$ cat config.mk
export PLATFORM = sky130hd
export DESIGN_NAME = alu16_nibble_seq_flat
export DESIGN_NICKNAME = d
export VERILOG_FILES = /design/src/rtl/alu16_nibble_seq_if.sv /design/src/rtl/alu16_nibble_seq.sv /design/src/flat_wrapper.sv
export SDC_FILE = /design/constraint.sdc
export NUM_CORES = 1
export LEC_CHECK = 0
export BUFFER_PORTS_ARGS = -buffer_cell sky130_fd_sc_hd__buf_2
export CAP_MARGIN = 40
export CELL_PAD_IN_SITES_DETAIL_PLACEMENT = 1
export CELL_PAD_IN_SITES_GLOBAL_PLACEMENT = 1
export CORE_MARGIN = 5
export CORE_UTILIZATION = 43
export DETAILED_ROUTE_END_ITERATION = 16
export PLACE_DENSITY_LB_ADDON = 0.1
export SETUP_SLACK_MARGIN = 0.1
export SLEW_MARGIN = 5
export SYNTH_ARGS = -nofsm -noshare
export SYNTH_HDL_FRONTEND = slang
export SYNTH_SLANG_ARGS = --single-unit
$ cat constraint.sdc
create_clock -name clk -period 6.1 [get_ports clk]
set_input_delay 0.305 -clock clk [delete_from_list [all_inputs] [get_ports clk]]
set_output_delay 0.305 -clock clk [all_outputs]
set_load 0.005 [all_outputs]
$ cat src/rtl/alu16_nibble_seq_if.sv
// Request/response bundle between a requester (CPU control) and the nibble-serial ALU.
// Latency: none, pure wiring; the ALU answers 4 cycles after an accepted start, done one cycle later.
// Backpressure: the requester sees busy and must hold off; a start while busy is dropped.
// Optional ovf signal is present only when ALU16_SEQ_OVF_EN is defined.
interface alu16_nibble_seq_if #(
    parameter int W = 16
);
    logic         start;
    logic [W-1:0] x;
    logic [W-1:0] y;
    logic [5:0]   sel;
    logic         busy;
    logic         done;
    logic [W-1:0] out;
    logic         zr;
    logic         ng;
`ifdef ALU16_SEQ_OVF_EN
    logic         ovf;

    modport master (output start, x, y, sel, input busy, done, out, zr, ng, ovf);
    modport slave  (input start, x, y, sel, output busy, done, out, zr, ng, ovf);
`else
    modport master (output start, x, y, sel, input busy, done, out, zr, ng);
    modport slave  (input start, x, y, sel, output busy, done, out, zr, ng);
`endif
endinterface

$ cat src/rtl/alu16_nibble_seq.sv
// Sequential Hack ALU: one 4-bit ALU slice reused per nibble, carry registered between nibbles.
// Latency: start accepted at E0, nibbles written E1..E4, done pulses the cycle after E4.
// Backpressure: busy high in RUN, start ignored then; start in DONE chains straight into RUN.
// Optional feature macro: ALU16_SEQ_OVF_EN adds a signed-overflow output ovf.

// One 4-bit Hack ALU slice; sel = {zx,nx,zy,ny,f,no}.
module alu16_nibble_seq_alu4 (
    input  logic [3:0] i_x,
    input  logic [3:0] i_y,
    input  logic [5:0] i_sel,
    input  logic       i_cin,
    output logic [3:0] o_out,
    output logic       o_cout
`ifdef ALU16_SEQ_OVF_EN
    ,
    output logic       o_xp_msb,
    output logic       o_yp_msb,
    output logic       o_sum_msb
`endif
);
    logic [3:0] w_xz, w_xp, w_yz, w_yp, w_sum;
    logic [4:0] w_add;

    assign w_xz   = i_sel[5] ? 4'h0 : i_x;
    assign w_xp   = i_sel[4] ? ~w_xz : w_xz;
    assign w_yz   = i_sel[3] ? 4'h0 : i_y;
    assign w_yp   = i_sel[2] ? ~w_yz : w_yz;
    assign w_add  = {1'b0, w_xp} + {1'b0, w_yp} + {4'h0, i_cin};
    assign w_sum  = i_sel[1] ? w_add[3:0] : (w_xp & w_yp);
    assign o_out  = i_sel[0] ? ~w_sum : w_sum;
    // The caller gates cout with f, so the raw adder carry is exported here.
    assign o_cout = w_add[4];
`ifdef ALU16_SEQ_OVF_EN
    assign o_xp_msb  = w_xp[3];
    assign o_yp_msb  = w_yp[3];
    assign o_sum_msb = w_sum[3];
`endif
endmodule

module alu16_nibble_seq #(
    parameter int NIB_CNT = 4
) (
    input  logic               clk,
    input  logic               rst,
    alu16_nibble_seq_if.slave  bus
);
    localparam int W  = 4 * NIB_CNT;
    localparam int IW = (NIB_CNT > 1) ? $clog2(NIB_CNT) : 1;

    typedef enum logic [1:0] {
        S_IDLE = 2'd0,
        S_RUN  = 2'd1,
        S_DONE = 2'd2
    } state_t;

    state_t          r_state;
    logic [W-1:0]    r_x;
    logic [W-1:0]    r_y;
    logic [5:0]      r_sel;
    logic            r_carry;
    logic            r_zacc;
    logic [IW-1:0]   r_idx;
    logic            r_busy;
    logic            r_done;
    logic [W-1:0]    r_out;
    logic            r_zr;
    logic            r_ng;

    logic [3:0]      w_nib_x;
    logic [3:0]      w_nib_y;
    logic [3:0]      w_nib_out;
    logic            w_cout;
    logic            w_nib_zero;
    logic            w_last;

    assign w_nib_x    = r_x[4*r_idx +: 4];
    assign w_nib_y    = r_y[4*r_idx +: 4];
    assign w_nib_zero = (w_nib_out == 4'h0);
    assign w_last     = (r_idx == IW'(NIB_CNT - 1));

`ifdef ALU16_SEQ_OVF_EN
    logic            r_ovf;
    logic            w_xp_msb;
    logic            w_yp_msb;
    logic            w_sum_msb;
    logic            w_ovf;

    // Overflow only matters on the top nibble, which is the one in the slice when w_last is set.
    assign w_ovf   = r_sel[1] & (w_xp_msb == w_yp_msb) & (w_sum_msb != w_xp_msb);
    assign bus.ovf = r_ovf;
`endif

    alu16_nibble_seq_alu4 u_alu4 (
        .i_x       (w_nib_x),
        .i_y       (w_nib_y),
        .i_sel     (r_sel),
        .i_cin     (r_carry),
        .o_out     (w_nib_out),
        .o_cout    (w_cout)
`ifdef ALU16_SEQ_OVF_EN
        ,
        .o_xp_msb  (w_xp_msb),
        .o_yp_msb  (w_yp_msb),
        .o_sum_msb (w_sum_msb)
`endif
    );

    assign bus.busy = r_busy;
    assign bus.done = r_done;
    assign bus.out  = r_out;
    assign bus.zr   = r_zr;
    assign bus.ng   = r_ng;

    // Control FSM plus datapath registers; busy/done are registered alongside the state.
    always_ff @(posedge clk) begin
        if (rst) begin
            r_state <= S_IDLE;
            r_x     <= '0;
            r_y     <= '0;
            r_sel   <= '0;
            r_carry <= 1'b0;
            r_zacc  <= 1'b0;
            r_idx   <= '0;
            r_busy  <= 1'b0;
            r_done  <= 1'b0;
            r_out   <= '0;
            r_zr    <= 1'b0;
            r_ng    <= 1'b0;
`ifdef ALU16_SEQ_OVF_EN
            r_ovf   <= 1'b0;
`endif
        end else begin
            case (r_state)
                // IDLE and DONE both accept a new request; DONE chains without an IDLE bubble.
                S_IDLE, S_DONE: begin
                    r_done <= 1'b0;
                    if (bus.start) begin
                        r_x     <= bus.x;
                        r_y     <= bus.y;
                        r_sel   <= bus.sel;
                        r_carry <= 1'b0;
                        r_zacc  <= 1'b1;
                        r_idx   <= '0;
                        r_busy  <= 1'b1;
                        r_state <= S_RUN;
                    end else begin
                        r_state <= S_IDLE;
                    end
                end
                S_RUN: begin
                    r_out[4*r_idx +: 4] <= w_nib_out;
                    // With f=0 there is no arithmetic, so no carry may leak into the next nibble.
                    r_carry <= r_sel[1] & w_cout;
                    r_zacc  <= r_zacc & w_nib_zero;
                    if (w_last) begin
                        r_state <= S_DONE;
                        r_busy  <= 1'b0;
                        r_done  <= 1'b1;
                        r_zr    <= r_zacc & w_nib_zero;
                        r_ng    <= w_nib_out[3];
`ifdef ALU16_SEQ_OVF_EN
                        r_ovf   <= w_ovf;
`endif
                    end else begin
                        r_idx <= r_idx + IW'(1);
                    end
                end
                default: begin
                    r_state <= S_IDLE;
                    r_busy  <= 1'b0;
                    r_done  <= 1'b0;
                end
            endcase
        end
    end
endmodule
$ cat src/flat_wrapper.sv
// flat-port wrapper written by rule: the top's interface ports become plain ports
module alu16_nibble_seq_flat 
#(
    parameter int NIB_CNT = 4
)
  (clk, rst, bus_start, bus_x, bus_y, bus_sel, bus_busy, bus_done, bus_out, bus_zr, bus_ng);
  alu16_nibble_seq_if bus_i ();
  input  logic clk;
  input  logic rst;
  input wire logic [$bits(bus_i.start)-1:0] bus_start;
  input wire logic [$bits(bus_i.x)-1:0] bus_x;
  input wire logic [$bits(bus_i.y)-1:0] bus_y;
  input wire logic [$bits(bus_i.sel)-1:0] bus_sel;
  output wire logic [$bits(bus_i.busy)-1:0] bus_busy;
  output wire logic [$bits(bus_i.done)-1:0] bus_done;
  output wire logic [$bits(bus_i.out)-1:0] bus_out;
  output wire logic [$bits(bus_i.zr)-1:0] bus_zr;
  output wire logic [$bits(bus_i.ng)-1:0] bus_ng;
  assign bus_i.start = bus_start;
  assign bus_i.x = bus_x;
  assign bus_i.y = bus_y;
  assign bus_i.sel = bus_sel;
  assign bus_busy = bus_i.busy;
  assign bus_done = bus_i.done;
  assign bus_out = bus_i.out;
  assign bus_zr = bus_i.zr;
  assign bus_ng = bus_i.ng;
  alu16_nibble_seq #(.NIB_CNT(NIB_CNT)) u_core (.clk(clk), .rst(rst), .bus(bus_i));
endmodule
==> impl_metrics.json <==
{
  "status": "finished clean",
  "via_per_inst": 5.293,
  "gp_congestion": 0.7964,
  "seq_power_share": 0.440,
  "critPathMaxFanout": 10,
  "first_global_vias": 2646,
  "pre_cts_slack_ns": 2.165,
  "p_leak_nw": 1.409,
  "powerDensity_mw_per_mm2": 291.7,
  "clock_skew_ns": 0.01104,
  "synth_nets": 398,
  "cts_num_sinks": 64,
  "ir_drop_v": 0.0001242,
  "clk_pin_slew_ns": 0.07,
  "overflow": 0,
  "holdBufCountCts": 0,
  "rows": 30,
  "synth_edf_count": 0,
  "cts_buffers": 9,
  "timing_hold_violations_final": 0,
  "htreeDepth": 3,
  "crit_chain": "buf_4 > mux4_2 > nand2b_1 > xnor2_1 > inv_1 > fa_1 > fa_1 > xnor2_1 > mux2i_1 > or4_1 > mux2_2 > a311oi_2",
  "instances_no_fill": 482,
  "synth_xor_area_frac": 0.03845,
  "required_ns": 6.35,
  "hold_path.class": "in2reg",
  "grtUsageTotal": 0.1848,
  "dr.pass1.iters": 4,
  "die_w_um": 92.99,
  "grt_pass1_wl_um": 12590,
  "ys_ff_latch": 64,
  "drive_gt1_frac": 0.2289,
  "netlist_instances": 345,
  "crit_arrival_ns": 4.18,
  "synth_top_family_by_area": "simple AND/OR/NAND/NOR gates",
  "area_growth_pct": 19.35,
  "synthFlopType": "dfxtp_1",
  "cts_buffer_depth": 2,
  "crit_slowest_cell": "or4_1",
  "synth_compound_area_frac": 0.1403,
  "comb_power_share": 0.134,
  "muxShareOfSynthArea": 0.07309,
  "finalSetupViolCount": 0,
  "pin_count": 61,
  "wl_per_cell_um": 15.44,
  "antenna_found_initial": 0,
  "cts_tree": "done",
  "relSlewSlack": 0.4534,
  "start_util": 0.4383,
  "final_cell_mix": "nand2_1, dfxtp_1, buf_2, a21oi_1, nor2_1",
  "start_kind": "register",
  "insertedDiodeCount": 0,
  "slew_viol_final": 0,
  "switchingPower_w": 0.0002618,
  "dieArea_sq_mm": 0.008647,
  "nNetsFinal": 450,
  "synth_simple_gate_area_frac": 0.2172,
  "yosysSeqAreaShare": 0.4326,
  "numPlacedInstances": 466,
  "drt_iter0_drc": 82,
  "grt_max_degree": 70,
  "ys_types": 37,
  "setup_ws_ns": 2.173,
  "worst_pin_slew_ns": 0.8085,
  "cts_root_buf": "clkbuf_8",
  "slowest_delay_ns": 0.54,
  "antenna_left": 0,
  "internal_power_w": 0.0007694,
  "synthAdderAreaFrac": 0.05577,
  "syn_avg_cell_area_sq_um": 8.584,
  "detail_route.wirelength_um": 7441,
  "switching_share": 0.2539,
  "yosysWarnings": 0,
  "numPortBuffers": 60,
  "die_h_um": 92.99,
  "cts_setup_buffers": 0,
  "finalCritPeriodShare": 0.6438,
  "critical_path.endpoint_type": "register",
  "worstSetupPathType": "reg2reg",
  "async_reset_ff_frac": 0,
  "coreArea_sq_mm": 0.006756,
  "vias": 2551,
  "drc": 0,
  "clock_latency_ns": 0.34,
  "dp_hpwl_um": 5230,
  "clock.fmax_mhz": 254.7,
  "mostFrequentLayoutCell": "nand2_1",
  "p_clk_frac": 0.426,
  "fin_setup_tns_ns": 0,
  "period_needed_ns": 3.927,
  "rsz0062_at_grt": "false",
  "cap_violations": 0,
  "syn-cell-area_sq_mm": 0.002962,
  "cts.repair.resized": 0
}
-- layout make-up --
class	count	area, sq um
inverter	8	30.03
sequential	64	1281
clock inverter	5	105.1
tap	80	100.1
multi-input combinational	250	1556
clock buffer	11	131.4
timing repair buffer	64	330.3
fill	829	3222
-- stage by stage --
| step | area [sq um] | utilization | hold slack [ns] | power [W] |
|---|---|---|---|---|
| 6_report | 3535 | 0.5231 | 0.1933 | 0.001031 |
| 5_1_grt | 3535 | 0.5231 | 0.1778 | 0.001079 |
| 4_1_cts | 3535 | 0.5231 | 0.1829 | 0.001044 |
| 3_5_place_dp | 3298 | 0.4881 | 0.4477 | 0.0006027 |
| 3_3_place_gp | 3298 | 0.4881 | 0.4436 | 0.0005962 |
| 2_1_floorplan | 2962 | - | 0.4331 | 0.0005577 |
-- state kept, by name (all words and copies together) (netlist names) --
| signal | count |
|---|---|
| u_core.bus.out | 16 |
| u_core.r_x | 16 |
| u_core.r_y | 16 |
| u_core.r_sel | 6 |
| u_core.r_idx | 2 |
| u_core.r_state | 2 |
| u_core.bus.busy | 1 |
| u_core.bus.done | 1 |
| u_core.bus.ng | 1 |
| u_core.bus.zr | 1 |
| u_core.r_carry | 1 |
| u_core.r_zacc | 1 |
-- logic make-up (layout without fill, tap and decap cells) --
group | after synthesis | in the layout
adders and majority gates | 12 | 12
DFF | 64 | 64
buffers and inverters | 31 | 88
and+or+nand+nor | 142 | 142
muxes | 11 | 11
xor gates and xnor gates | 13 | 13
AOI/OAI and AO/OA | 72 | 72
-- metal layers --
| layer | part of all wire | routed length, um | vias to the layer above | global-route usage |
|---|---|---|---|---|
| met2 | 0.50 | 3711 | 49 | 0.3161 |
| met3 | 0.037 | 273 | 9 | 0.04907 |
| met4 | 0.013 | 99 | 0 | 0.06716 |
| met1 | 0.45 | 3356 | 1230 | 0.2227 |
| li1 | - | - | 1263 | - |
| met5 | 0 | 0 | - | 0 |
-- power groups by stage --
| stage | logic [W] | registers (W) | clock network (W) |
|---|---|---|---|
| 6_report | 0.000139 | 0.000454 | 0.000439 |
| 5_1_grt | 0.000157 | 0.000457 | 0.000466 |
| 4_1_cts | 0.000142 | 0.000454 | 0.000448 |
| 3_5_place_dp | 0.000139 | 0.000463 | 0 |
| 3_3_place_gp | 0.000134 | 0.000462 | 0 |
| 2_1_floorplan | 0.000103 | 0.000455 | 0 |
-- Yosys cell counts (2+ instances only) --
library cell | count | area [sq um]
nand2b_1 | 16 | 100.1
ha_1 | 10 | 125.1
nor3_1 | 2 | 10.01
xnor2_1 | 11 | 96.34
clkbuf_1 | 20 | 75.07
a21oi_1 | 46 | 230.2
nor2b_1 | 4 | 25.02
o21ai_0 | 7 | 35.03
buf_2 | 2 | 10.01
mux4_2 | 8 | 180.2
fa_1 | 2 | 40.04
nor2_1 | 20 | 75.07
inv_1 | 8 | 30.03
dfxtp_1 | 64 | 1281
nand3b_1 | 5 | 37.54
xor2_1 | 2 | 17.52
a22oi_1 | 12 | 90.09
nor4b_1 | 3 | 26.28
nand2_1 | 85 | 319.1
-- worst max-delay path, delay by kind of cell, from the launching register on --
family | cells | cell delay [ns]
adders and majority gates | 2 | 0.83
muxes | 3 | 0.98
AOI/OAI and AO/OA | 1 | 0.26
xor gates and xnor gates | 2 | 0.28
buffers and inverters | 2 | 0.36
DFF | 1 | 0.50
and+or+nand+nor | 2 | 0.64
-- worst paths after layout --
path	from	slack [ns]	end	depth (start not counted)
worst min register to register	u_core.r_y[6]$_SDFFE_PP0P_	0.46	u_core.r_y[6]$_SDFFE_PP0P_	2
worst max register to register	u_core.r_idx[0]$_SDFFE_PP0P_	2.17	u_core.bus.zr$_SDFFE_PP0P_	12
worst min-delay path	bus_x[2]	0.19	u_core.r_x[2]$_SDFFE_PP0P_	3
worst max-delay path	u_core.r_idx[0]$_SDFFE_PP0P_	2.17	u_core.bus.zr$_SDFFE_PP0P_	12
Power figures use the tool's default switching activity.
